--- src/rtl/sprite_overlay.sv ---
// sprite_overlay: per-pixel sprite compositor with colour-key transparency.
// Three-edge pipeline: address -> ROM fetch (external, 1 cycle) -> merge.
// Sprite position is latched once per frame; opaque pixels per frame are
// counted and reported on the following frame_start.
// Optional feature macro: SPRITE_BLINK_EN (32 frames shown / 32 hidden).
module sprite_overlay #(
  parameter int          SPR_W     = 584,
  parameter int          SPR_H     = 167,
  parameter logic [11:0] KEY_COLOR = 12'h000
) (
  input  logic        clk,
  input  logic        rst_n,
  input  logic [9:0]  hcount,
  input  logic [9:0]  vcount,
  input  logic        video_on,
  input  logic        frame_start,
  input  logic [9:0]  pos_x,
  input  logic [9:0]  pos_y,
  input  logic [11:0] bg_color,
  output logic [7:0]  rom_row,
  output logic [9:0]  rom_col,
  input  logic [11:0] rom_data,
  output logic [11:0] pix_color,
  output logic        pix_hit,
  output logic [16:0] opaque_cnt
);

  localparam logic [10:0] SPR_W11 = 11'(SPR_W);
  localparam logic [10:0] SPR_H11 = 11'(SPR_H);

  logic [9:0]  x_lat, y_lat;
  logic        in_box_next;
  logic [9:0]  col_next;
  logic [7:0]  row_next;
  logic        in_box_s1, video_on_s1;
  logic [11:0] bg_s1;
  logic        in_box_s2, video_on_s2;
  logic [11:0] bg_s2;
  logic        sprite_ok;
  logic        show_sprite;
  logic [11:0] pix_color_next;
  logic        pix_hit_next;
  logic [16:0] acc;

  // Sprite position captured at frame start; mid-frame changes wait a frame
  always_ff @(posedge clk or negedge rst_n) begin
    if (!rst_n) begin
      x_lat <= '0;
      y_lat <= '0;
    end else if (frame_start) begin
      x_lat <= pos_x;
      y_lat <= pos_y;
    end
  end

  // Box test and sprite-relative address; 11-bit sums cannot overflow
  always_comb begin
    in_box_next = ({1'b0, hcount} >= {1'b0, x_lat}) &&
                  ({1'b0, hcount} <  ({1'b0, x_lat} + SPR_W11)) &&
                  ({1'b0, vcount} >= {1'b0, y_lat}) &&
                  ({1'b0, vcount} <  ({1'b0, y_lat} + SPR_H11));
    col_next = '0;
    row_next = '0;
    if (in_box_next) begin
      col_next = hcount - x_lat;
      // Row address only needs the low 8 bits of the difference
      row_next = vcount[7:0] - y_lat[7:0];
    end
  end

  // Stage 1: ROM address plus sideband registered together
  always_ff @(posedge clk or negedge rst_n) begin
    if (!rst_n) begin
      rom_row     <= '0;
      rom_col     <= '0;
      in_box_s1   <= 1'b0;
      video_on_s1 <= 1'b0;
      bg_s1       <= '0;
    end else begin
      rom_row     <= row_next;
      rom_col     <= col_next;
      in_box_s1   <= in_box_next;
      video_on_s1 <= video_on;
      bg_s1       <= bg_color;
    end
  end

  // Stage 2: sideband delayed to line up with rom_data from the ROM
  always_ff @(posedge clk or negedge rst_n) begin
    if (!rst_n) begin
      in_box_s2   <= 1'b0;
      video_on_s2 <= 1'b0;
      bg_s2       <= '0;
    end else begin
      in_box_s2   <= in_box_s1;
      video_on_s2 <= video_on_s1;
      bg_s2       <= bg_s1;
    end
  end

`ifdef SPRITE_BLINK_EN
  logic [5:0] blink_cnt;

  // Frame counter: sprite hidden while the MSB is set (32 on / 32 off)
  always_ff @(posedge clk or negedge rst_n) begin
    if (!rst_n) begin
      blink_cnt <= '0;
    end else if (frame_start) begin
      blink_cnt <= blink_cnt + 6'd1;
    end
  end

  assign sprite_ok = ~blink_cnt[5];
`else
  assign sprite_ok = 1'b1;
`endif

  // Stage 3 merge: blanking, then opaque sprite, else background
  always_comb begin
    show_sprite    = in_box_s2 && (rom_data != KEY_COLOR) && sprite_ok;
    pix_color_next = '0;
    pix_hit_next   = 1'b0;
    if (video_on_s2) begin
      if (show_sprite) begin
        pix_color_next = rom_data;
        pix_hit_next   = 1'b1;
      end else begin
        pix_color_next = bg_s2;
      end
    end
  end

  // Stage 3 output register
  always_ff @(posedge clk or negedge rst_n) begin
    if (!rst_n) begin
      pix_color <= '0;
      pix_hit   <= 1'b0;
    end else begin
      pix_color <= pix_color_next;
      pix_hit   <= pix_hit_next;
    end
  end

  // Opaque-pixel statistics; a hit on the frame_start cycle opens the new frame
  always_ff @(posedge clk or negedge rst_n) begin
    if (!rst_n) begin
      acc        <= '0;
      opaque_cnt <= '0;
    end else if (frame_start) begin
      opaque_cnt <= acc;
      acc        <= {16'd0, pix_hit};
    end else if (pix_hit && (acc != 17'h1FFFF)) begin
      acc <= acc + 17'd1;
    end
  end

endmodule
--- config.mk ---
export PLATFORM = sky130hd
export DESIGN_NAME = sprite_overlay
export DESIGN_NICKNAME = d
export VERILOG_FILES = /design/src/rtl/sprite_overlay.sv
export SDC_FILE = /design/constraint.sdc
export NUM_CORES = 1
export LEC_CHECK = 0
export ABC_AREA = 1
export BUFFER_PORTS_ARGS = -buffer_cell sky130_fd_sc_hd__buf_4
export CAP_MARGIN = 5
export CORE_MARGIN = 2
export CORE_UTILIZATION = 50
export CTS_CLUSTER_DIAMETER = 40
export CTS_CLUSTER_SIZE = 12
export DETAILED_ROUTE_END_ITERATION = 16
export HOLD_SLACK_MARGIN = 0.08
export PLACE_DENSITY = 0.7
export REMOVE_ABC_BUFFERS = 1
export SETUP_SLACK_MARGIN = 0.4
export SYNTH_ARGS = -nofsm -noshare
export SYNTH_HDL_FRONTEND = slang
export SYNTH_SLANG_ARGS = --single-unit
--- constraint.sdc ---
create_clock -name clk -period 2.5 [get_ports clk]
set_input_delay 0.25 -clock clk [delete_from_list [all_inputs] [get_ports clk]]
set_output_delay 0.25 -clock clk [all_outputs]
set_load 0.005 [all_outputs]
After elaboration in Yosys (flattened, before gate mapping)
Cells that the tools add are included.

word-level totals
  output and inout port bits = 48
  input port bits = 68
  register bits after elaboration = 113
  word-level logic and storage cells = 39

operators by class
  add/sub/neg operators = 5
  order comparisons = 4
  equality and inequality tests = 1
  reduce and logical (&&, ||, !) cells = 7
  mux-type cells = 8

operators by type and width
  cell                                                               count
  17-bit two-way mux                                                 2
  12-bit two-way mux                                                 2
  10-bit by 11-bit < comparator with 1-bit output                    2
  10-bit greater-or-equal comparator                                 2
  17-bit by 1-bit adder with 17-bit output (second input constant)   1
  17-bit != test (second input constant)                             1
  12-bit nonzero test                                                1
  10-bit by 10-bit adder with 11-bit output (second input constant)  1
  10-bit by 8-bit adder with 11-bit output (second input constant)   1
  10-bit two-way mux                                                 1
  10-bit subtractor                                                  1
  8-bit two-way mux                                                  1
  8-bit subtractor                                                   1
  1-bit logical AND                                                  5
  1-bit two-way mux                                                  2
  2-bit nonzero test                                                 1

Depth between registers and ports, before layout
  depth after elaboration = 6
  gate-level depth with buffers = 17
  gate-level depth less buffers = 16

Worst setup path before layout
OpenSTA, ideal clock, no wires.

  path type = reg2reg
  start = reg y_lat[1]
  end = reg rom_row[4]
  cell stages (with the launch flop) = 17
  required time = 2.431 ns
  period minus slack after synthesis = 2.187 ns
  library setup time = 0.069 ns
  arrival = 2.118 ns
  path slack = 0.313 ns
  path buffers = 1
  cells stage by stage = dfrtp_1 -> inv_1 -> ha_1 -> nand2_2 -> nand3_1 -> nand2_1 -> xor2_1 -> ha_1 -> a21o_1 -> nor2_1 -> nand2_1 -> nand2_1 -> nand2_1 -> nand2_1 -> nand3_4 -> buf_6 -> nor2_2

between the ends
  longest elaborated chain between the ends = 4
  elaborated cells on any way between the ends = 7
  classes of those cells = add/sub: 2; order compare: 2; mux: 1; reduce/logical: 2

ends and longest elaborated chain
  element                                                                                         line    text
  start, declared                                                                                 31      logic [9:0] x_lat, y_lat;
  start signal, assigned                                                                          52      y_lat <= pos_y;
  10-bit by 8-bit adder with 11-bit output or 10-bit greater-or-equal comparator (tied branches)  61, 60
  10-bit by 11-bit < comparator with 1-bit output or 1-bit logical AND (tied branches)            61, 59
  1-bit logical AND                                                                               60      ({1'b0, vcount} >= {1'b0, y_lat}) &&
  8-bit two-way mux (*)                                                                           64      if (in_box_next) begin
  via row_next[4]                                                                                 34      logic [7:0] row_next;
  end signal, assigned                                                                            80      rom_row <= row_next;
  end, declared                                                                                   20      output logic [7:0] rom_row,

Mark *: on every way through the listed nets, which the timed path passes. The rest lies on a longest branch.
A chain may end at the register's enable or synchronous reset.

Final worst setup path
  start = reg y_lat[1]
  end = reg rom_col[5]

between the ends
  longest elaborated chain between the ends = 4
  elaborated cells on any way between the ends = 6
  classes of those cells = add/sub: 1; order compare: 2; mux: 1; reduce/logical: 2

ends and longest elaborated chain
  element                                                                                         line    text
  10-bit by 8-bit adder with 11-bit output or 10-bit greater-or-equal comparator (tied branches)  61, 60
  10-bit by 11-bit < comparator with 1-bit output or 1-bit logical AND (tied branches)            61, 59
  1-bit logical AND (*)                                                                           60
  10-bit two-way mux (*)                                                                          64
  via col_next[5]                                                                                 33      logic [9:0] col_next;
  end signal, assigned                                                                            81      rom_col <= col_next;
  end, declared                                                                                   21      output logic [9:0] rom_col,

Marks and branches as above.

==> qor.yml <==
yosys:
  synthCells: 642
  yosysSeqAreaShare_pct: 50.5
  ys_async_sr_fraction_pct: 100
  synthTopCellsByCount: "nand2_1 (144), dfrtp_1 (113), nor2_1 (75), inv_1 (74), o21ai_0 (60)"
  synth_top_area_share_pct: 50.5
  ys_ff_latch: 113
  synth_compound_area_share_pct: 9.80
  synth_xor_area_share_pct: 3.75
  synth_top_family_by_area: "simple AND/OR/NAND/NOR gates"
  synth-simple-area-share_pct: 20.0
  synthMuxAreaShare_pct: 0
  ys.flop_type: "dfrtp_1"
  synth_area_leaders: "dfrtp_1 (50%), nand2_1 (9.6%), ha_1 (9.2%)"
  yosys_warnings: 0
  yosysMostFrequentCell: "nand2_1"
  synth_cell_types: 33
  synth.avg_cell_area_um2: 8.73
  synth_top_cell_by_area: "dfrtp_1"
  synth_enable_flop_cells: 0
  synthAdderAreaFrac_pct: 9.87
  mappedNetlistArea_mm2: 0.00560
power_and_ir_drop:
  leakage_nw: 4.14
  peakVddDrop_v: 0.000595
  p_per_area_mw_per_mm2: 690
  p_total_mw: 5.61
sta:
  max_slew.worst_pin.slew_ns: 0.514
  fin_setup_tns_ns: 0
  finalSetupViolCount: 0
  period_minus_slack_ns: 2.33
  maxSlewViolCount: 0
  timing.final.crit_share_pct: 93.3
  relSlewSlack_pct: 65.7
  rsz0062_at_grt: "yes"
  fmax_ghz: 0.429
  fin_skew_ns: 0.0105
  final-hold-violation-count: 0
routing:
  routed_wl_mm: 13.8
  wl_met1_mm: 5.51
  vias_per_cell: 5.04
  via_count: 4956
  postRouteAntennaNets: 0
  drc: 0
  top_layer: "met4"
  wl_met3_um: 718
  wl_per_cell_um: 14.1
  drt-initial-drc-count: 287
  met2_length_mm: 7.29
  drt_first_pass_iters: 7
job:
  cap_violations: 0
clocking:
  tritoncts: "yes"
  numCtsBuffers: 17
  cts_buffer_depth: 2
  clock_latency_ns: 0.53
  clock_sinks: 113
  clock-root-buffer: "clkbuf_8"
  htreeDepth: 4
  clk_pin_slew_ns: 0.05
placement:
  routabilityCongestion: 0.877
  hpwl_mm: 8.57
  io_buffers: 115
layout:
  antenna_cells: 0
  areaGrowthSynthToFinish_pct: 45.0
  post_route_cells_drive_above_1_share_pct: 27.3
  fill_cells: 750
  fin_nets: 942
critical_path:
  cp_max_fo: 5
  end_kind: "flop"
  required_ns: 2.96
  arrival_ns: 2.79
  cp-start-kind: "flop"
  reg2reg_slack_ns: 0.17
  critPathKind: "reg -> reg"
floorplan:
  die_h_um: 110
  start_util_pct: 51.5
  dieArea_mm2: 0.0121
  core.rowCount: 38
  ios: 116
  core_area_mm2: 0.0109
  die_x_um: 110
hold_path:
  hp-class: "in -> reg"
global_route:
  antenna_found_initial: 0
  grt_pass1_vias: 4814
  grt_pass1_wl_mm: 21.4
  grt_remaining_overflow: 0
  grtUsageTotal_pct: 23.1
  grt_max_degree: 50
status:
  status: "finished clean"
area by class of cell:
cell class	count	area, um^2	area share, %
multi-input cells	440	2670	32.9
repair buffers	183	1550	19.1
flip-flops and latches	113	2830	34.8
inverters	76	285	3.51
clock inverters	12	158	1.94
clock buffers	20	455	5.60
well taps	140	175	2.16
worst paths after layout:
check	from	end	cells past startpoint
min in group asynchronous	rst_n	bg_s2[0]$_DFF_PN0_	2
worst max-delay path	y_lat[1]$_DFFE_PN0P_	rom_col[5]$_DFF_PN0_	16
max in group asynchronous	rst_n	acc[8]$_DFFE_PN0P_	3
worst max register to register	y_lat[1]$_DFFE_PN0P_	rom_col[5]$_DFF_PN0_	16
worst min register to register	bg_s1[4]$_DFF_PN0_	bg_s2[4]$_DFF_PN0_	0
worst min-delay path	hcount[0]	rom_col[0]$_DFF_PN0_	4
where the power goes:
group / leakage [nW] / switching [mW] / internal, mW
registers: 1.46 / 0.0613 / 1.95
logic: 2.38 / 0.608 / 0.514
clock network: 0.293 / 0.879 / 1.60
registers in the layout (all words and copies together) (netlist names):
register     cells
acc             17
bg_s1           12
bg_s2           12
in_box_s1        1
in_box_s2        1
opaque_cnt      17
pix_color       12
pix_hit          1
rom_col         10
rom_row          8
video_on_s1      1
video_on_s2      1
x_lat           10
y_lat           10
worst max-delay path, cell delays in order, from the launching register on:
cell       delay [ns]
dfrtp_1          0.41
inv_2            0.09
ha_4             0.15
nand2_4          0.06
nand3_2          0.07
nand2_2          0.05
xor2_1           0.14
ha_1             0.33
a21o_1           0.18
nor2_2           0.08
nand2_1          0.07
nand2_1          0.08
nand2_1          0.06
nand2_2          0.08
nand3_4          0.13
clkbuf_16        0.20
nor2_4           0.07
metrics by stage:
stage,hold WS [ns],setup slack [ns],cell area [um^2],util [%],instances
floorplan,-0.0456,0.333,5550,-,629
global placement,0.251,0.147,6620,60.8,887
detailed placement,0.258,0.0565,6620,60.8,887
CTS,0.0937,0.256,7790,71.5,971
global route,0.171,0.0610,8130,74.6,984
finish,0.156,0.167,8130,74.6,984
cell families (layout without fill, tap and decap cells):
logic type / count (synthesis) / after routing
simple gates: 270 / 270
flops: 113 / 113
compound gates: 103 / 103
buf+inv: 89 / 291
fa+ha+maj: 43 / 43
xor+xnor: 24 / 24
per-layer routing:
metal	vias to the layer above	GRT usage, %
met5	-	0
met4	0	10.4
met3	31	6.70
met2	156	39.6
met1	2320	26.7
li1	2449	-
repair_timing:
action	in CTS	in global routing
pin swaps	2	22
hold endpoints to repair	82	0
gates resized for setup	13	60
endpoints found under the setup margin	29	36
buffers inserted	6	10
gates cloned	0	3
hold buffers	46	0
placed cells by master (no fill, tap or decap), types with 2 or more instances in the layout:
master and n:
nand2_1 133, buf_4 132, dfrtp_1 113, inv_1 68, nor2_1 58, o21ai_0 55, dlygate4sd3_1 46, ha_1 38
a21oi_1 25, nand3_1 23, clkbuf_16 18, nor2_4 17, xor2_1 15, nor2_2 11, nand2_2 10, xnor2_1 9
inv_2 8, nand4_1 7, o21ai_1 5, clkbuf_8 4, clkinv_4 4, nand2_4 3, a21o_1 3, a21oi_2 3
a31oi_1 3, clkinvlp_4 3, bufinv_16 3, nand3_2 2, o21bai_1 2, fa_1 2, ha_4 2, clkinv_2 2
buf_12 2
No activity file was read; power rests on OpenSTA's default activity.
